$ cat src/rtl/pipeline_hazard_unit_if.sv
// Decode-stage hazard interface: issue/operand requests in, stall/forwarding/status out.
interface pipeline_hazard_unit_if #(
  parameter int NREGS = 32,
  parameter int DEPTH = 3
);
  localparam int RW = $clog2(NREGS);
  localparam int FW = $clog2(DEPTH);
  localparam int CW = $clog2(DEPTH + 1);

  logic              advance;
  logic              flush;
  logic              issue_valid;
  logic              issue_wen;
  logic [RW-1:0]     issue_wsel;
  logic [FW-1:0]     issue_lat;
  logic              use1;
  logic              use2;
  logic [RW-1:0]     rsel1;
  logic [RW-1:0]     rsel2;
  logic              stall;
  logic [FW-1:0]     fwd1;
  logic [FW-1:0]     fwd2;
  logic [NREGS-1:0]  busy;
  logic [CW-1:0]     inflight;
  logic [31:0]       stall_cycles;
  logic [31:0]       flush_events;

  modport master (
    output advance, flush, issue_valid, issue_wen, issue_wsel, issue_lat,
           use1, use2, rsel1, rsel2,
    input  stall, fwd1, fwd2, busy, inflight, stall_cycles, flush_events
  );

  modport slave (
    input  advance, flush, issue_valid, issue_wen, issue_wsel, issue_lat,
           use1, use2, rsel1, rsel2,
    output stall, fwd1, fwd2, busy, inflight, stall_cycles, flush_events
  );
endinterface

$ cat src/rtl/pipeline_hazard_unit.sv
// Hazard scoreboard: tracks in-flight destination registers after decode,
// selects operand forwarding sources, stalls on load-use, squashes on flush.
module pipeline_hazard_unit #(
  parameter int NREGS       = 32,
  parameter int DEPTH       = 3,
  parameter int FLUSH_DEPTH = 1
) (
  input  logic                  CLK,
  input  logic                  nRST,
  pipeline_hazard_unit_if.slave hz
);
  localparam int RW = $clog2(NREGS);
  localparam int FW = $clog2(DEPTH);
  localparam int CW = $clog2(DEPTH + 1);

  // Entry 0 is the youngest (EX), entry DEPTH-1 the oldest (WB).
  logic [DEPTH-1:0]         valid;
  logic [DEPTH-1:0][RW-1:0] wsel;
  logic [DEPTH-1:0][FW-1:0] lat;

  logic [1:0]               use_v;
  logic [1:0][RW-1:0]       rsel_v;
  logic [1:0][FW-1:0]       fwd_v;
  logic [1:0]               unres;
  logic                     stall_c;
  logic                     new_valid;
  logic [NREGS-1:0]         busy_c;
  logic [CW-1:0]            inflight_c;

  assign use_v  = {hz.use2, hz.use1};
  assign rsel_v = {hz.rsel2, hz.rsel1};

  // Per-operand lookup: youngest matching producer decides forward/stall.
  always_comb begin
    fwd_v = '0;
    unres = '0;
    for (int unsigned s = 0; s < 2; s++) begin
      logic        found;
      int unsigned pos;
      int unsigned need;
      found = 1'b0;
      pos   = 0;
      need  = 1;
      if (use_v[s] && rsel_v[s] != '0) begin
        for (int unsigned i = 0; i < DEPTH; i++) begin
          if (!found && valid[i] && wsel[i] == rsel_v[s]) begin
            found = 1'b1;
            pos   = i;
            need  = (lat[i] == '0) ? 1 : int'(lat[i]);
          end
        end
        // Producer advances one stage before the consumer reads in EX.
        if (found && (pos + 1) < DEPTH) begin
          if ((pos + 1) >= need) fwd_v[s] = FW'(pos + 1);
          else                   unres[s] = 1'b1;
        end
      end
    end
  end

  // Stall decision and admission of the decode instruction into entry 0.
  always_comb begin
    stall_c   = hz.issue_valid & ~hz.flush & (|unres);
    new_valid = hz.issue_valid & ~stall_c & ~hz.flush & hz.issue_wen &
                (hz.issue_wsel != '0);
  end

  // Busy vector and occupancy count from the registered entries.
  always_comb begin
    int unsigned cnt;
    busy_c = '0;
    cnt    = 0;
    for (int unsigned i = 0; i < DEPTH; i++) begin
      if (valid[i]) begin
        busy_c[wsel[i]] = 1'b1;
        cnt = cnt + 1;
      end
    end
    inflight_c = CW'(cnt);
  end

  assign hz.stall    = stall_c;
  assign hz.fwd1     = fwd_v[0];
  assign hz.fwd2     = fwd_v[1];
  assign hz.busy     = busy_c;
  assign hz.inflight = inflight_c;

  // Entry shift/hold with flush squashing of the youngest entries.
  always_ff @(posedge CLK) begin
    if (!nRST) begin
      valid <= '0;
      wsel  <= '0;
      lat   <= '0;
    end else if (hz.advance) begin
      for (int unsigned i = 1; i < DEPTH; i++) begin
        valid[i] <= valid[i-1] & ~(hz.flush && (i - 1) < FLUSH_DEPTH);
        wsel[i]  <= wsel[i-1];
        lat[i]   <= lat[i-1];
      end
      valid[0] <= new_valid;
      wsel[0]  <= hz.issue_wsel;
      lat[0]   <= hz.issue_lat;
    end else if (hz.flush) begin
      for (int unsigned i = 0; i < DEPTH; i++) begin
        if (i < FLUSH_DEPTH) valid[i] <= 1'b0;
      end
    end
  end

  // Saturating performance counters.
  always_ff @(posedge CLK) begin
    if (!nRST) begin
      hz.stall_cycles <= '0;
      hz.flush_events <= '0;
    end else begin
      if (stall_c && hz.advance && hz.stall_cycles != '1)
        hz.stall_cycles <= hz.stall_cycles + 32'd1;
      if (hz.flush && hz.flush_events != '1)
        hz.flush_events <= hz.flush_events + 32'd1;
    end
  end
endmodule
$ cat src/flat_wrapper.sv
// flat-port wrapper written by rule: the top's interface ports become plain ports
module pipeline_hazard_unit_flat 
#(
  parameter int NREGS       = 32,
  parameter int DEPTH       = 3,
  parameter int FLUSH_DEPTH = 1
)
  (CLK, nRST, hz_advance, hz_flush, hz_issue_valid, hz_issue_wen, hz_issue_wsel, hz_issue_lat, hz_use1, hz_use2, hz_rsel1, hz_rsel2, hz_stall, hz_fwd1, hz_fwd2, hz_busy, hz_inflight, hz_stall_cycles, hz_flush_events);
  pipeline_hazard_unit_if #(.NREGS(NREGS), .DEPTH(DEPTH)) hz_i ();
  input  logic CLK;
  input  logic nRST;
  input wire logic [$bits(hz_i.advance)-1:0] hz_advance;
  input wire logic [$bits(hz_i.flush)-1:0] hz_flush;
  input wire logic [$bits(hz_i.issue_valid)-1:0] hz_issue_valid;
  input wire logic [$bits(hz_i.issue_wen)-1:0] hz_issue_wen;
  input wire logic [$bits(hz_i.issue_wsel)-1:0] hz_issue_wsel;
  input wire logic [$bits(hz_i.issue_lat)-1:0] hz_issue_lat;
  input wire logic [$bits(hz_i.use1)-1:0] hz_use1;
  input wire logic [$bits(hz_i.use2)-1:0] hz_use2;
  input wire logic [$bits(hz_i.rsel1)-1:0] hz_rsel1;
  input wire logic [$bits(hz_i.rsel2)-1:0] hz_rsel2;
  output wire logic [$bits(hz_i.stall)-1:0] hz_stall;
  output wire logic [$bits(hz_i.fwd1)-1:0] hz_fwd1;
  output wire logic [$bits(hz_i.fwd2)-1:0] hz_fwd2;
  output wire logic [$bits(hz_i.busy)-1:0] hz_busy;
  output wire logic [$bits(hz_i.inflight)-1:0] hz_inflight;
  output wire logic [$bits(hz_i.stall_cycles)-1:0] hz_stall_cycles;
  output wire logic [$bits(hz_i.flush_events)-1:0] hz_flush_events;
  assign hz_i.advance = hz_advance;
  assign hz_i.flush = hz_flush;
  assign hz_i.issue_valid = hz_issue_valid;
  assign hz_i.issue_wen = hz_issue_wen;
  assign hz_i.issue_wsel = hz_issue_wsel;
  assign hz_i.issue_lat = hz_issue_lat;
  assign hz_i.use1 = hz_use1;
  assign hz_i.use2 = hz_use2;
  assign hz_i.rsel1 = hz_rsel1;
  assign hz_i.rsel2 = hz_rsel2;
  assign hz_stall = hz_i.stall;
  assign hz_fwd1 = hz_i.fwd1;
  assign hz_fwd2 = hz_i.fwd2;
  assign hz_busy = hz_i.busy;
  assign hz_inflight = hz_i.inflight;
  assign hz_stall_cycles = hz_i.stall_cycles;
  assign hz_flush_events = hz_i.flush_events;
  pipeline_hazard_unit #(.NREGS(NREGS), .DEPTH(DEPTH), .FLUSH_DEPTH(FLUSH_DEPTH)) u_core (.CLK(CLK), .nRST(nRST), .hz(hz_i));
endmodule
$ cat config.mk
export PLATFORM = sky130hd
export DESIGN_NAME = pipeline_hazard_unit_flat
export DESIGN_NICKNAME = d
export VERILOG_FILES = /design/src/rtl/pipeline_hazard_unit_if.sv /design/src/rtl/pipeline_hazard_unit.sv /design/src/flat_wrapper.sv
export SDC_FILE = /design/constraint.sdc
export NUM_CORES = 1
export LEC_CHECK = 0
export CAP_MARGIN = 20
export CORE_MARGIN = 2
export CORE_UTILIZATION = 52
export CTS_BUF_LIST = sky130_fd_sc_hd__clkbuf_4 sky130_fd_sc_hd__clkbuf_8
export DETAILED_ROUTE_END_ITERATION = 10
export PLACE_DENSITY = 0.86
export SETUP_SLACK_MARGIN = 0.4
export SYNTH_ARGS = -nofsm -noshare
export SYNTH_HDL_FRONTEND = slang
export SYNTH_SLANG_ARGS = --single-unit
$ cat constraint.sdc
create_clock -name CLK -period 3.6 [get_ports CLK]
set_input_delay 0.72 -clock CLK [delete_from_list [all_inputs] [get_ports CLK]]
set_output_delay 0.72 -clock CLK [all_outputs]
set_load 0.005 [all_outputs]
==> metrics.csv <==
stage,metric,value,unit
outcome,outcome,"complete, but fails checks",
outcome,failing checks,negative setup slack,
power_and_ir_drop,Leakage,2.983,nW
power_and_ir_drop,Flop pwr share,51.6,%
sta,clock skew,0.03516,ns
layout,Reg area,1743,um^2
sta,"Min Clock Period, post-route",3.632,ns
power_and_ir_drop,Cell Pwr Density,235.0,nW/um^2
drt,DRC,0,
clock_tree,clk slew on worst S/H paths,0.09,ns
critical_path,worst-path cell chain,"buf_8, xor2_1, nor4_1, nand3_1, nor2_1, mux2i_1, nor2_1, a21oi_2, ha_4, or2_4, a221oi_4, nor2_2, nor3b_2, buf_2",
power_and_ir_drop,internal power,0.001407,W
floorplan,core area,10180,um^2
critical_path,kind of critical path,in2out,
drt,Vias,6531,
layout,"commonest non-fill, non-tap cell in the layout",clkdlybuf4s50_1,
sta,period utilisation layout,100.9,%
layout,fin util,80.11,%
floorplan,Die Width,105.5,um
critical_path,Worst Path Arrival,2.91,ns
floorplan,Initial Util,52.62,%
sta,Fin Hold WS,0.5098,ns
logic_synthesis,Post-synth EDFFs,0,
power_and_ir_drop,Total Power,0.001917,W
power_and_ir_drop,worst vdd rail ir drop,185.6,uV
floorplan,Die ar.,11130,um^2
logic_synthesis,Syn Area/Cell,7.623,um^2
sta,f_max,275.3,MHz
power_and_ir_drop,Comb pwr share,10.4,%
clock_tree,CTS tree,yes,
drt,1st-iter DRT viols,594,
drt,WL final,20710,um
power_and_ir_drop,Sw Ratio,26.60,%
floorplan,# IOs,128,
critical_path,Worst Setup End Kind,output port,
hold_path,Hold Path Class,reg2reg,
sta,setup tns final,-0.03225,ns
drt,post-DR wirelength/cell,20.17,um
critical_path,"slowest stage cell, crit path",nor4_1,
logic_synthesis,Syn Inst Count,703,
logic_synthesis,#FFs+latches synth,87,
clock_tree,worst-skew pair later-pin latency,0.39,ns
clock_tree,H-tree depth,3,
global_route,initial antenna violation count,1,
sta,setup ws final,-0.03225,ns
layout,Filler Cell Count,638,
run,max_cap viols,0,
clock_tree,clock root buffer,clkbuf_8,
critical_path,crit-path max FO,4,
drt,Final ANT Viol Nets,0,
placement,Final Wtd Congestion,0.8748,
logic_synthesis,asr flop ratio synth,0,%
global_route,gr ovfl total,0,
layout,layout cells sized above 1,22.47,%
logic_synthesis,Synth Cell Area,5359,um^2
drt,drt first pass iters,5,
floorplan,row cnt,37,
layout,Layout area overhead,52.25,%
layout,Final #Nets,916,
placement,I/O Buffers,127,
clock_tree,Num CTS Buffers,9,
global_route,first-pass GRT wire length,30270,um
sta,final setup violation count,1,
sta,max_slew headroom,38.83,%
placement,dpl hpwl,12230,um
floorplan,die height,105.5,um
layout,Final Cell Area,8159,um^2
critical_path,"most used cell, CP",nor2_1,
critical_path,CP required,2.88,ns
layout,"commonest non-fill, non-tap cells in the layout","clkdlybuf4s50_1, nand2_1, dfxtp_1, nor2_1, buf_4",
power_and_ir_drop,Psw,0.0005101,W
placement,placed cell area,7136,um^2
logic_synthesis,distinct cell type count after synthesis,50,
power_and_ir_drop,Clk pwr share,38.0,%
global_route,vias in the first global route,6180,
logic_synthesis,Synth Warn #,0,
layout,multi-input logic area,3857,um^2
logic_synthesis,sequential share of the synthesized area,32.50,%
critical_path,Worst Setup Start Kind,input port,
sta,slew of the pin with the lowest slew margin,0.9150,ns
clock_tree,clk buf depth,2,
sta,final hold violations,0,
clock_tree,clk sink count,87,
critical_path,Max stage delay on crit path,0.30,ns
global_route,largest net degree at the start of global routing,40,
global_route,GRT Total Usage,32.99,%
sta,RSZ-0062 raised after global routing,true,
sta,Slew Limit Fails,0,
logic_synthesis,syn nets,734,
logic_synthesis,"Primary FF master, synth",dfxtp_1,
drt,Vias/cell,6.359,
[path summary, 6_finish.rpt]
| check | startpoint | end | slack (ns) | cells past startpoint |
|---|---|---|---|---|
| hold / removal | u_core.hz.stall_cycles[20]$_SDFFE_PN0P_ | u_core.hz.stall_cycles[20]$_SDFFE_PN0P_ | 0.51 | 2 |
| setup / recovery | hz_rsel1[1] | hz_stall | -0.03 | 14 |
| setup reg to reg | u_core.wsel[11]$_SDFFE_PN0P_ | u_core.hz.stall_cycles[0]$_SDFFE_PN0P_ | 0.09 | 20 |
| hold reg to reg | u_core.hz.stall_cycles[20]$_SDFFE_PN0P_ | u_core.hz.stall_cycles[20]$_SDFFE_PN0P_ | 0.51 | 2 |
[synthesized netlist by cell type, types with 2 or more instances]
library cell    n  share of area [%]
o31a_1          5               0.82
a311oi_1        2               0.33
nand2b_1        3               0.35
a222oi_1        2               0.37
nor3b_1        16                2.2
a21oi_1        38                3.5
buf_6           2               0.42
nand3_1        26                2.4
and3_1          9                1.1
or2_2           4               0.47
and3b_1         8                1.3
nor2_1         70                4.9
mux2i_1        26                4.9
xor2_1         26                4.2
buf_2           3               0.28
o31ai_1         7               0.98
and4_1          4               0.65
clkbuf_1       35                2.5
dfxtp_1        87                 33
ha_1            6                1.4
or4_1           9                1.3
a22oi_1        30                4.2
nand4_1        20                2.3
nor3_1         17                1.6
or3_1          24                2.8
o21ai_0        28                2.6
inv_1          18                1.3
nand2_1       106                7.4
nor4_1         20                2.3
o21a_1          5               0.70
xnor2_1        28                4.6
[registers in the layout, indices dropped and copies added (netlist names)]
register                cells
u_core.hz.flush_events     32
u_core.hz.stall_cycles     32
u_core.wsel                15
u_core.lat                  5
u_core.valid                3
[repair_timing]
action | 4_1_cts | 5_1_grt
endpoints found under the setup margin | 37 | 44
gates resized for setup | 129 | 61
gates cloned | 5 | 0
pin swaps | 68 | 25
setup buffers | 15 | 6
hold buffers | 0 | 0
[per-stage QoR]
| stage | setup WS (ns) | cells |
|---|---|---|
| finish | -0.03225 | 1027 |
| global route | -0.1813 | 1027 |
| detailed placement | -0.8235 | 984 |
| CTS | -0.03329 | 1020 |
| global placement | -0.7166 | 984 |
| floorplan | 0.3111 | 703 |
[power by group through the flow]
stage / logic, W / clock network [W] / registers, W
after floorplan: 0.0000972 / 0 / 0.00100
after global placement: 0.000175 / 0 / 0.00101
after detailed placement: 0.000181 / 0 / 0.00101
after CTS: 0.000184 / 0.000710 / 0.000987
after global routing: 0.000210 / 0.000761 / 0.000990
final: 0.000200 / 0.000728 / 0.000989
[logic make-up after synthesis]
family	share of synthesized area, %
multiplexers	4.856
buffers and inverters	4.693
adder cells (fa/ha/maj)	1.401
AND/OR/NAND/NOR	32.31
XOR/XNOR	8.826
AO/OA/AOI/OAI	15.41
flip-flops	32.50
[routing by layer]
layer / global-route usage (%) / up-vias / wire (um)
li1: - / 2866 / -
met1: 41.16 / 3123 / 7936
met2: 56.54 / 443 / 10100
met3: 5.133 / 99 / 1768
met4: 13.82 / 0 / 901
met5: 0 / - / 0
[critical path: cells and delay by family]
family	cells	cell delay, ns
AO/OA/AOI/OAI	2	0.29
buffers and inverters	2	0.25
XOR/XNOR	1	0.13
adder cells (fa/ha/maj)	1	0.17
AND/OR/NAND/NOR	7	1.25
multiplexers	1	0.09
[final cells by class]
class                           instances  share of cell area [%]
Antenna cell                            1                 0.03067
Clock buffer                           10                   1.687
Clock inverter                          6                  0.8434
Inverter                               19                  0.8741
Multi-Input combinational cell        555                   47.28
Sequential cell                        87                   21.36
Tap cell                              136                   2.086
Timing Repair Buffer                  213                   25.84
No activity file was read; power rests on OpenSTA's default activity.
